===== config.mk =====
export PLATFORM = sky130hd
export DESIGN_NAME = ecc_serial_host_flat
export DESIGN_NICKNAME = d
export VERILOG_FILES = /design/src/rtl/ecc_serial_host_pkg.sv /design/src/rtl/ecc_serial_host_if.sv /design/src/rtl/ecc_serial_host_piso_shreg.sv /design/src/rtl/ecc_serial_host.sv /design/src/flat_wrapper.sv
export SDC_FILE = /design/constraint.sdc
export NUM_CORES = 2
export LEC_CHECK = 0
export ABC_AREA = 1
export BUFFER_PORTS_ARGS = -buffer_cell sky130_fd_sc_hd__buf_2
export CAP_MARGIN = 20
export CORE_AREA = 2 2 357 359
export CTS_CLUSTER_DIAMETER = 120
export DETAILED_ROUTE_END_ITERATION = 8
export DIE_AREA = 0 0 359 361
export PLACE_DENSITY = 0.59
export SLEW_MARGIN = 10
export SYNTH_ARGS = -nofsm -noshare
export SYNTH_HDL_FRONTEND = slang
export SYNTH_SLANG_ARGS = --single-unit

===== constraint.sdc =====
create_clock -name clk -period 52.6 [get_ports clk]
set_input_delay 7.89 -clock clk [delete_from_list [all_inputs] [get_ports clk]]
set_output_delay 7.89 -clock clk [all_outputs]
set_load 0.1 [all_outputs]

===== src/rtl/ecc_serial_host_pkg.sv =====
// Shared definitions for the ECC serial host: mode/state encodings, default
// word width and the mode-to-width helper.
package ecc_serial_host_pkg;

  localparam int unsigned MAX_BITS_DEFAULT = 128;

  typedef enum logic [1:0] {
    BITS16  = 2'b00,
    BITS32  = 2'b01,
    BITS64  = 2'b10,
    BITS128 = 2'b11
  } mode_e;

  typedef enum logic [2:0] {
    ST_IDLE  = 3'd0,
    ST_START = 3'd1,
    ST_MODE  = 3'd2,
    ST_SEND  = 3'd3,
    ST_WAIT  = 3'd4,
    ST_RECV  = 3'd5,
    ST_DONE  = 3'd6
  } state_e;

  // Index of the most significant active bit (N-1) for a width mode.
  function automatic logic [6:0] mode_last(input logic [1:0] mode);
    case (mode_e'(mode))
      BITS16:  return 7'd15;
      BITS32:  return 7'd31;
      BITS64:  return 7'd63;
      default: return 7'd127;
    endcase
  endfunction

endpackage


===== src/rtl/ecc_serial_host_if.sv =====
// Bus-side command/result handshake plus the wrapper's serial pins.
// The host uses the slave modport; the job issuer/wrapper side uses master.
interface ecc_serial_host_if #(
  parameter int unsigned MAX_BITS = ecc_serial_host_pkg::MAX_BITS_DEFAULT
);
  logic                cmd_valid;
  logic                cmd_ready;
  logic [1:0]          cmd_mode;
  logic [MAX_BITS-1:0] cmd_a;
  logic [MAX_BITS-1:0] cmd_prime;
  logic [MAX_BITS-1:0] cmd_px;
  logic [MAX_BITS-1:0] cmd_py;
  logic [MAX_BITS-1:0] cmd_mul;
  logic                res_valid;
  logic                res_ready;
  logic [MAX_BITS-1:0] res_x;
  logic [MAX_BITS-1:0] res_y;
  logic                res_err;
  logic                busy;
  logic                s_data_valid;
  logic                s_mode;
  logic                s_a;
  logic                s_prime;
  logic                s_px;
  logic                s_py;
  logic                s_mul;
  logic                s_res_valid;
  logic                s_res_x;
  logic                s_res_y;

  modport slave (
    input  cmd_valid, cmd_mode, cmd_a, cmd_prime, cmd_px, cmd_py, cmd_mul,
    input  res_ready, s_res_valid, s_res_x, s_res_y,
    output cmd_ready, res_valid, res_x, res_y, res_err, busy,
    output s_data_valid, s_mode, s_a, s_prime, s_px, s_py, s_mul
  );

  modport master (
    output cmd_valid, cmd_mode, cmd_a, cmd_prime, cmd_px, cmd_py, cmd_mul,
    output res_ready, s_res_valid, s_res_x, s_res_y,
    input  cmd_ready, res_valid, res_x, res_y, res_err, busy,
    input  s_data_valid, s_mode, s_a, s_prime, s_px, s_py, s_mul
  );

endinterface


===== src/rtl/ecc_serial_host_piso_shreg.sv =====
// Loadable MSB-first parallel-in/serial-out shift register (module ecc_piso_shreg).
// The serial tap is bit N-1 of the selected mode; output bit is registered.
module ecc_piso_shreg
  import ecc_serial_host_pkg::*;
#(
  parameter int unsigned MAX_BITS = MAX_BITS_DEFAULT
) (
  input  logic                clk,
  input  logic                rst,
  input  logic                load_i,
  input  logic                shift_i,
  input  logic [1:0]          mode_i,
  input  logic [MAX_BITS-1:0] data_i,
  output logic                bit_o
);

  logic [MAX_BITS-1:0] data_q;
  logic                bit_q;
  logic [6:0]          tap;

  assign tap   = mode_last(mode_i);
  assign bit_o = bit_q;

  // Bits above the tap fall off the top as the word shifts left.
  always_ff @(posedge clk or posedge rst) begin
    if (rst) begin
      data_q <= '0;
      bit_q  <= 1'b0;
    end else begin
      if (load_i) begin
        data_q <= data_i;
      end else if (shift_i) begin
        data_q <= {data_q[MAX_BITS-2:0], 1'b0};
      end
      bit_q <= shift_i ? data_q[tap] : 1'b0;
    end
  end

endmodule


===== src/rtl/ecc_serial_host.sv =====
// Host end of the ECC bit-serial link: serializes one job, deserializes the result.
// Optional WAIT timeout enabled by defining ECC_HOST_TIMEOUT_EN.
module ecc_serial_host
  import ecc_serial_host_pkg::*;
#(
  parameter int unsigned MAX_BITS = MAX_BITS_DEFAULT
`ifdef ECC_HOST_TIMEOUT_EN
  , parameter int unsigned TIMEOUT_CYCLES = 65535
`endif
) (
  input  logic               clk,
  input  logic               rst,
  ecc_serial_host_if.slave   bus
);

  state_e              state_q;
  logic [1:0]          mode_q;
  logic [6:0]          cnt_q;
  logic                s_dv_q;
  logic                s_mode_q;
  logic [MAX_BITS-1:0] rx_x_q;
  logic [MAX_BITS-1:0] rx_y_q;
  logic                res_valid_q;
  logic                res_err_q;
  logic [6:0]          last;
  logic                load;
  logic                shift_en;
  logic [4:0]          s_bits;
  logic [4:0][MAX_BITS-1:0] ops;

`ifdef ECC_HOST_TIMEOUT_EN
  logic [31:0] tmo_q;
  logic [31:0] tmo_d;
  assign tmo_d = tmo_q + 32'd1;
`endif

  assign last = mode_last(mode_q);
  assign load = (state_q == ST_IDLE) && bus.cmd_valid;
  // Shifting starts on the second MODE cycle so bit N-1 appears on the first SEND cycle.
  assign shift_en = ((state_q == ST_MODE) && (cnt_q == 7'd1)) ||
                    ((state_q == ST_SEND) && (cnt_q != 7'd0));
  assign ops = {bus.cmd_mul, bus.cmd_py, bus.cmd_px, bus.cmd_prime, bus.cmd_a};

  for (genvar g = 0; g < 5; g++) begin : g_piso
    ecc_piso_shreg #(.MAX_BITS(MAX_BITS)) u_piso (
      .clk     (clk),
      .rst     (rst),
      .load_i  (load),
      .shift_i (shift_en),
      .mode_i  (mode_q),
      .data_i  (ops[g]),
      .bit_o   (s_bits[g])
    );
  end

  always_ff @(posedge clk or posedge rst) begin
    if (rst) begin
      state_q     <= ST_IDLE;
      mode_q      <= 2'b00;
      cnt_q       <= 7'd0;
      s_dv_q      <= 1'b0;
      s_mode_q    <= 1'b0;
      rx_x_q      <= '0;
      rx_y_q      <= '0;
      res_valid_q <= 1'b0;
      res_err_q   <= 1'b0;
`ifdef ECC_HOST_TIMEOUT_EN
      tmo_q       <= 32'd0;
`endif
    end else begin
      case (state_q)
        ST_IDLE: begin
          if (bus.cmd_valid) begin
            mode_q  <= bus.cmd_mode;
            s_dv_q  <= 1'b1;
            rx_x_q  <= '0;
            rx_y_q  <= '0;
            state_q <= ST_START;
          end
        end
        ST_START: begin
          s_dv_q   <= 1'b0;
          s_mode_q <= mode_q[1];
          cnt_q    <= 7'd0;
          state_q  <= ST_MODE;
        end
        ST_MODE: begin
          if (cnt_q == 7'd0) begin
            s_mode_q <= mode_q[0];
            cnt_q    <= 7'd1;
          end else begin
            s_mode_q <= 1'b0;
            cnt_q    <= last;
            state_q  <= ST_SEND;
          end
        end
        ST_SEND: begin
          if (cnt_q == 7'd0) begin
            state_q <= ST_WAIT;
`ifdef ECC_HOST_TIMEOUT_EN
            tmo_q   <= 32'd0;
`endif
          end else begin
            cnt_q <= cnt_q - 7'd1;
          end
        end
        ST_WAIT: begin
          if (bus.s_res_valid) begin
            rx_x_q  <= {rx_x_q[MAX_BITS-2:0], bus.s_res_x};
            rx_y_q  <= {rx_y_q[MAX_BITS-2:0], bus.s_res_y};
            cnt_q   <= last;
            state_q <= ST_RECV;
          end
`ifdef ECC_HOST_TIMEOUT_EN
          else if (tmo_d == TIMEOUT_CYCLES) begin
            rx_x_q      <= '0;
            rx_y_q      <= '0;
            res_valid_q <= 1'b1;
            res_err_q   <= 1'b1;
            state_q     <= ST_DONE;
          end else begin
            tmo_q <= tmo_d;
          end
`endif
        end
        ST_RECV: begin
          // cnt_q holds the number of bits still expected.
          if (bus.s_res_valid) begin
            rx_x_q <= {rx_x_q[MAX_BITS-2:0], bus.s_res_x};
            rx_y_q <= {rx_y_q[MAX_BITS-2:0], bus.s_res_y};
            if (cnt_q == 7'd1) begin
              res_valid_q <= 1'b1;
              state_q     <= ST_DONE;
            end else begin
              cnt_q <= cnt_q - 7'd1;
            end
          end else begin
            rx_x_q      <= '0;
            rx_y_q      <= '0;
            res_valid_q <= 1'b1;
            res_err_q   <= 1'b1;
            state_q     <= ST_DONE;
          end
        end
        ST_DONE: begin
          if (bus.res_ready) begin
            res_valid_q <= 1'b0;
            res_err_q   <= 1'b0;
            state_q     <= ST_IDLE;
          end
        end
        default: state_q <= ST_IDLE;
      endcase
    end
  end

  assign bus.cmd_ready    = (state_q == ST_IDLE);
  assign bus.busy         = (state_q != ST_IDLE);
  assign bus.s_data_valid = s_dv_q;
  assign bus.s_mode       = s_mode_q;
  assign bus.s_a          = s_bits[0];
  assign bus.s_prime      = s_bits[1];
  assign bus.s_px         = s_bits[2];
  assign bus.s_py         = s_bits[3];
  assign bus.s_mul        = s_bits[4];
  assign bus.res_valid    = res_valid_q;
  assign bus.res_err      = res_err_q;
  assign bus.res_x        = rx_x_q;
  assign bus.res_y        = rx_y_q;

endmodule


===== src/flat_wrapper.sv =====
// flat-port wrapper written by rule: the top's interface ports become plain ports
module ecc_serial_host_flat import ecc_serial_host_pkg::*;
#(
  parameter int unsigned MAX_BITS = MAX_BITS_DEFAULT

)
  (clk, rst, bus_cmd_valid, bus_cmd_mode, bus_cmd_a, bus_cmd_prime, bus_cmd_px, bus_cmd_py, bus_cmd_mul, bus_res_ready, bus_s_res_valid, bus_s_res_x, bus_s_res_y, bus_cmd_ready, bus_res_valid, bus_res_x, bus_res_y, bus_res_err, bus_busy, bus_s_data_valid, bus_s_mode, bus_s_a, bus_s_prime, bus_s_px, bus_s_py, bus_s_mul);
  ecc_serial_host_if #(.MAX_BITS(MAX_BITS)) bus_i ();
  input  logic clk;
  input  logic rst;
  input wire logic [$bits(bus_i.cmd_valid)-1:0] bus_cmd_valid;
  input wire logic [$bits(bus_i.cmd_mode)-1:0] bus_cmd_mode;
  input wire logic [$bits(bus_i.cmd_a)-1:0] bus_cmd_a;
  input wire logic [$bits(bus_i.cmd_prime)-1:0] bus_cmd_prime;
  input wire logic [$bits(bus_i.cmd_px)-1:0] bus_cmd_px;
  input wire logic [$bits(bus_i.cmd_py)-1:0] bus_cmd_py;
  input wire logic [$bits(bus_i.cmd_mul)-1:0] bus_cmd_mul;
  input wire logic [$bits(bus_i.res_ready)-1:0] bus_res_ready;
  input wire logic [$bits(bus_i.s_res_valid)-1:0] bus_s_res_valid;
  input wire logic [$bits(bus_i.s_res_x)-1:0] bus_s_res_x;
  input wire logic [$bits(bus_i.s_res_y)-1:0] bus_s_res_y;
  output wire logic [$bits(bus_i.cmd_ready)-1:0] bus_cmd_ready;
  output wire logic [$bits(bus_i.res_valid)-1:0] bus_res_valid;
  output wire logic [$bits(bus_i.res_x)-1:0] bus_res_x;
  output wire logic [$bits(bus_i.res_y)-1:0] bus_res_y;
  output wire logic [$bits(bus_i.res_err)-1:0] bus_res_err;
  output wire logic [$bits(bus_i.busy)-1:0] bus_busy;
  output wire logic [$bits(bus_i.s_data_valid)-1:0] bus_s_data_valid;
  output wire logic [$bits(bus_i.s_mode)-1:0] bus_s_mode;
  output wire logic [$bits(bus_i.s_a)-1:0] bus_s_a;
  output wire logic [$bits(bus_i.s_prime)-1:0] bus_s_prime;
  output wire logic [$bits(bus_i.s_px)-1:0] bus_s_px;
  output wire logic [$bits(bus_i.s_py)-1:0] bus_s_py;
  output wire logic [$bits(bus_i.s_mul)-1:0] bus_s_mul;
  assign bus_i.cmd_valid = bus_cmd_valid;
  assign bus_i.cmd_mode = bus_cmd_mode;
  assign bus_i.cmd_a = bus_cmd_a;
  assign bus_i.cmd_prime = bus_cmd_prime;
  assign bus_i.cmd_px = bus_cmd_px;
  assign bus_i.cmd_py = bus_cmd_py;
  assign bus_i.cmd_mul = bus_cmd_mul;
  assign bus_i.res_ready = bus_res_ready;
  assign bus_i.s_res_valid = bus_s_res_valid;
  assign bus_i.s_res_x = bus_s_res_x;
  assign bus_i.s_res_y = bus_s_res_y;
  assign bus_cmd_ready = bus_i.cmd_ready;
  assign bus_res_valid = bus_i.res_valid;
  assign bus_res_x = bus_i.res_x;
  assign bus_res_y = bus_i.res_y;
  assign bus_res_err = bus_i.res_err;
  assign bus_busy = bus_i.busy;
  assign bus_s_data_valid = bus_i.s_data_valid;
  assign bus_s_mode = bus_i.s_mode;
  assign bus_s_a = bus_i.s_a;
  assign bus_s_prime = bus_i.s_prime;
  assign bus_s_px = bus_i.s_px;
  assign bus_s_py = bus_i.s_py;
  assign bus_s_mul = bus_i.s_mul;
  ecc_serial_host #(.MAX_BITS(MAX_BITS)) u_core (.clk(clk), .rst(rst), .bus(bus_i));
endmodule

==> metrics.md <==
| Metric | Value |
|---|---|
| Status | finished clean |
| Starting density of the core | 34.1% |
| Final Max Tran Viols | 0 |
| Top_reg_cell synth | dfrtp_1 |
| Placed Instances | 7650 |
| Most Frequent Cell on Critical Path | buf_4 |
| Rows | 130 |
| Post-Syn Area | roughly 43000 um2 |
| R2r worst-path depth | 10 |
| H-tree levels | 3 |
| Power density over cell area | a little over 50 nW/um2 |
| Count leader, synth | nand2_1 |
| Peak VDD IR | ~0.055 mV |
| Largest net degree at the start of global routing | around 300 |
| CP startpoint | rst |
| Max Cap Viol | 0 |
| Avg Inst Size Synth | 7.88 um2 |
| Core ar. | around 130000 um2 |
| Clk Tree Root Cell | clkbuf_16 |
| Critical Path Start Type | input pin |
| Worst-path clk slew | 60 ps |
| IO buf count | 915 |
| Switching Power | about 0.0011 W |
| Worst-margin pin slew | 1240 ps |
| Syn-to-layout area delta | 20.0% |
| Syn Nets | 6077 |
| Final hold violation count | 0 |
| Clock Power Share | between 20% and 30% |
| Switching share of power | 39.7% |
| Final Power | 0.00265 W |
| Final std cells w/o fill | 7879 |
| Sequential power share | 35.9% |
| Top cell type's share of synthesized area | about 54% |
| CP Class | in2async |
| Min Tclk post-route | 11740 ps |
| Largest area contributor in the netlist | dfrtp_1 |
| Leakage | 24.1 nW |
| CTS Buf Count | 103 |
| Fillcell total | 12900 |
| Hold Startpoint | u_core.bus.res_y[127]$_DFFE_PP0P_ |
| Worst-Skew Late Latency | 730 ps |
| Post-synth EDFFs | 0 |
| Post-DP HPWL | ~90 mm |
| Die Footprint | 130000 um2 |
| 1st-iter DRT viols | 3311 |
| TritonCTS clock tree | built |
| WP data arrival | between 10000 and 15000 ps |
| Hold slack | 490 ps |
| Total grt overflow | 0 |
| Cts-stage hold buffer count | 0 |
| Antenna violations before repair | 71 |
| Yosys reg bits | just over 900 |
| Max Fclk | 0.0852 GHz |
| Reg-to-reg critical path endpoint | u_core.g_piso[4].u_piso.data_q[67]$_DFFE_PP0P_ |
| CP endpoint kind | async pin |
| Logic pwr share | 36.0% |
| Sequential area share after synthesis | roughly 54% |
| Unique masters post-synth | 26 |
| Vias in the first global route | 34600 |
| Antenna Nets Post-Route | 0 |
| Slew HR | 17.5% |
| Setup TNS | 0 ps |
| Total track usage | 19.8% |
| Crit path to | u_core.g_piso[4].u_piso.data_q[23]$_DFFE_PP0P_ |
| FF-to-FF Start | u_core.state_q[0]$_DFFE_PP0P_ |
| Async set-reset flop share out of synthesis | 100% |
| Final period util | around 22% |
| Max Buffers Root-to-Sink | 3 |
| Share of cells above drive strength 1 | 18.2% |
| Slowest CP cell | buf_4 |
| Worst Path Max Fanout | around 150 |
| Routed wire length per instance | 16.6 um |
| Top cells by area, synth | dfrtp_1, nand2_1, o21ai_0 |
| Total of cells resized after clock tree synthesis | 0 |
| Total number of vias | 36900 |
| First drt pass iteration count | 6 |
| Post-CTS Setup Inserts | 0 |
| Worst min path class | reg2reg |
| GP Congestion | around 0.88 |
| Register Area | 22900 um2 |
| Die width | approximately 360 um |
| Final setup viols | 0 |
| Drt total wl | about 130 mm |
| Most frequent cells after synthesis | nand2_1, o21ai_0, dfrtp_1 |
| Multi-input logic area | 15200 um2 |
| WP data required | 53420 ps |
| First-pass GRT wire length | about 200 mm |
| Num ports | 916 |
| Die Y-Extent | roughly 360 um |
| Vias per cell | ~4.7 |
| CP Cell Sequence | buf_2, inv_8, buf_4, buf_4, buf_4, buf_12, buf_4, buf_16 |
| Final setup skew | 70.1 ps |
| Final Net Count | 6761 |
| Residual DRC count | 0 |
| Ys Warns | 0 |
| Clock sink count | 917 |
| Crit path largest cell delay | 810 ps |
| Internal | 0.00160 W |
| Flop2flop setup slack | 48160 ps |
| Syn Inst Count | about 5400 |
| RSZ-0062 raised after global routing | no |
==> stage by stage <==
| step | worst slack [ps] | util [%] | area [um2] |
|---|---|---|---|
| 2_1_floorplan | 18930 | - | 42700 |
| 3_3_place_gp | 39480 | 37.9 | 47600 |
| 3_5_place_dp | 39460 | 37.9 | 47600 |
| 4_1_cts | 40260 | 40.7 | 51100 |
| 5_1_grt | 40160 | 40.9 | 51200 |
| 6_report | 40860 | 40.9 | 51300 |
==> power by group through the flow <==
stage | combinational (W) | clock, W | sequential, W
floorplan | 0.000787 | 0 | 0.000977
global placement | 0.000937 | 0 | 0.000959
detailed placement | 0.000953 | 0 | 0.000963
CTS | 0.000960 | 0.000763 | 0.000951
global route | 0.00111 | 0.000791 | 0.000969
finish | 0.000953 | 0.000744 | 0.000950
==> area by class of cell <==
cell class,count,share of cell area [%]
sequential,917,44.8
multi-input combinational,3471,29.6
timing repair buffer,949,9.78
clock buffer,146,5.69
inverter,667,4.90
tap,1650,4.03
clock inverter,43,1.12
antenna,36,0.176
==> worst max-delay path: cells and delay by family <==
| family | cells | cell delay [ps] |
|---|---|---|
| buffers and inverters | 8 | 4330 |
==> worst min path at each step <==
stage	to	slack, ps	depth (start not counted)
2_1_floorplan	u_core.cnt_q[6]$_DFFE_PP0P_	470	2
3_5_place_dp	u_core.bus.res_y[127]$_DFFE_PP0P_	480	2
6_report	u_core.bus.res_y[127]$_DFFE_PP0P_	490	2
3_3_place_gp	u_core.bus.res_x[127]$_DFFE_PP0P_	470	2
5_1_grt	u_core.bus.res_y[127]$_DFFE_PP0P_	520	2
4_1_cts	u_core.bus.res_y[127]$_DFFE_PP0P_	490	2
==> layout by cell type, fill, tap and decap left out, types with 3 or more instances in the layout <==
master and instances:
o21ai_0 1102, buf_16 4, o21ai_1 439, nor2_4 3, dfrtp_1 917, o22ai_1 5, nor2_1 16, buf_2 915
a21oi_1 16, clkbuf_8 18, clkbuf_1 25, o211ai_1 3, diode_2 36, clkbuf_16 103, nand2_2 4, nand2_1 1850
buf_4 22, nand4_1 3, clkinv_4 3, inv_1 663, clkinv_2 21, clkinv_16 3, bufinv_16 9, ha_1 3
nand3_1 20, buf_12 8
==> kinds of logic (layout without fill, tap and decap cells) <==
family          after synthesis  count (layout)  share of synthesized area, %
compound gates             1565            1565                          18.4
simple gates               1902            1902                          16.9
flops                       917             917                          53.7
fa+ha+maj                     3               3                        0.0878
xor+xnor                      1               1                        0.0205
other cells                   0              36                             0
buf+inv                    1037            1805                          10.9
==> sequential cells by signal (all words and copies together) (netlist names) <==
signal	cells
u_core.bus.res_valid	1
u_core.cnt_q	7
u_core.state_q	3
u_core.bus.res_y	128
u_core.mode_q	2
u_core.bus.s_data_valid	1
u_core.g_piso.u_piso.bit_o	5
u_core.bus.s_mode	1
u_core.bus.res_x	128
u_core.g_piso.u_piso.data_q	640
u_core.bus.res_err	1
==> routing by layer <==
layer | wire length (um) | global-route usage [%] | up-vias
met4 | 6040 | 9.05 | 70
met1 | 55200 | 25.3 | 16900
met5 | 425 | 0 | -
li1 | - | - | 18500
met3 | 9890 | 5.91 | 323
met2 | 59000 | 30.8 | 1070
(Power assumes the default switching activity.)
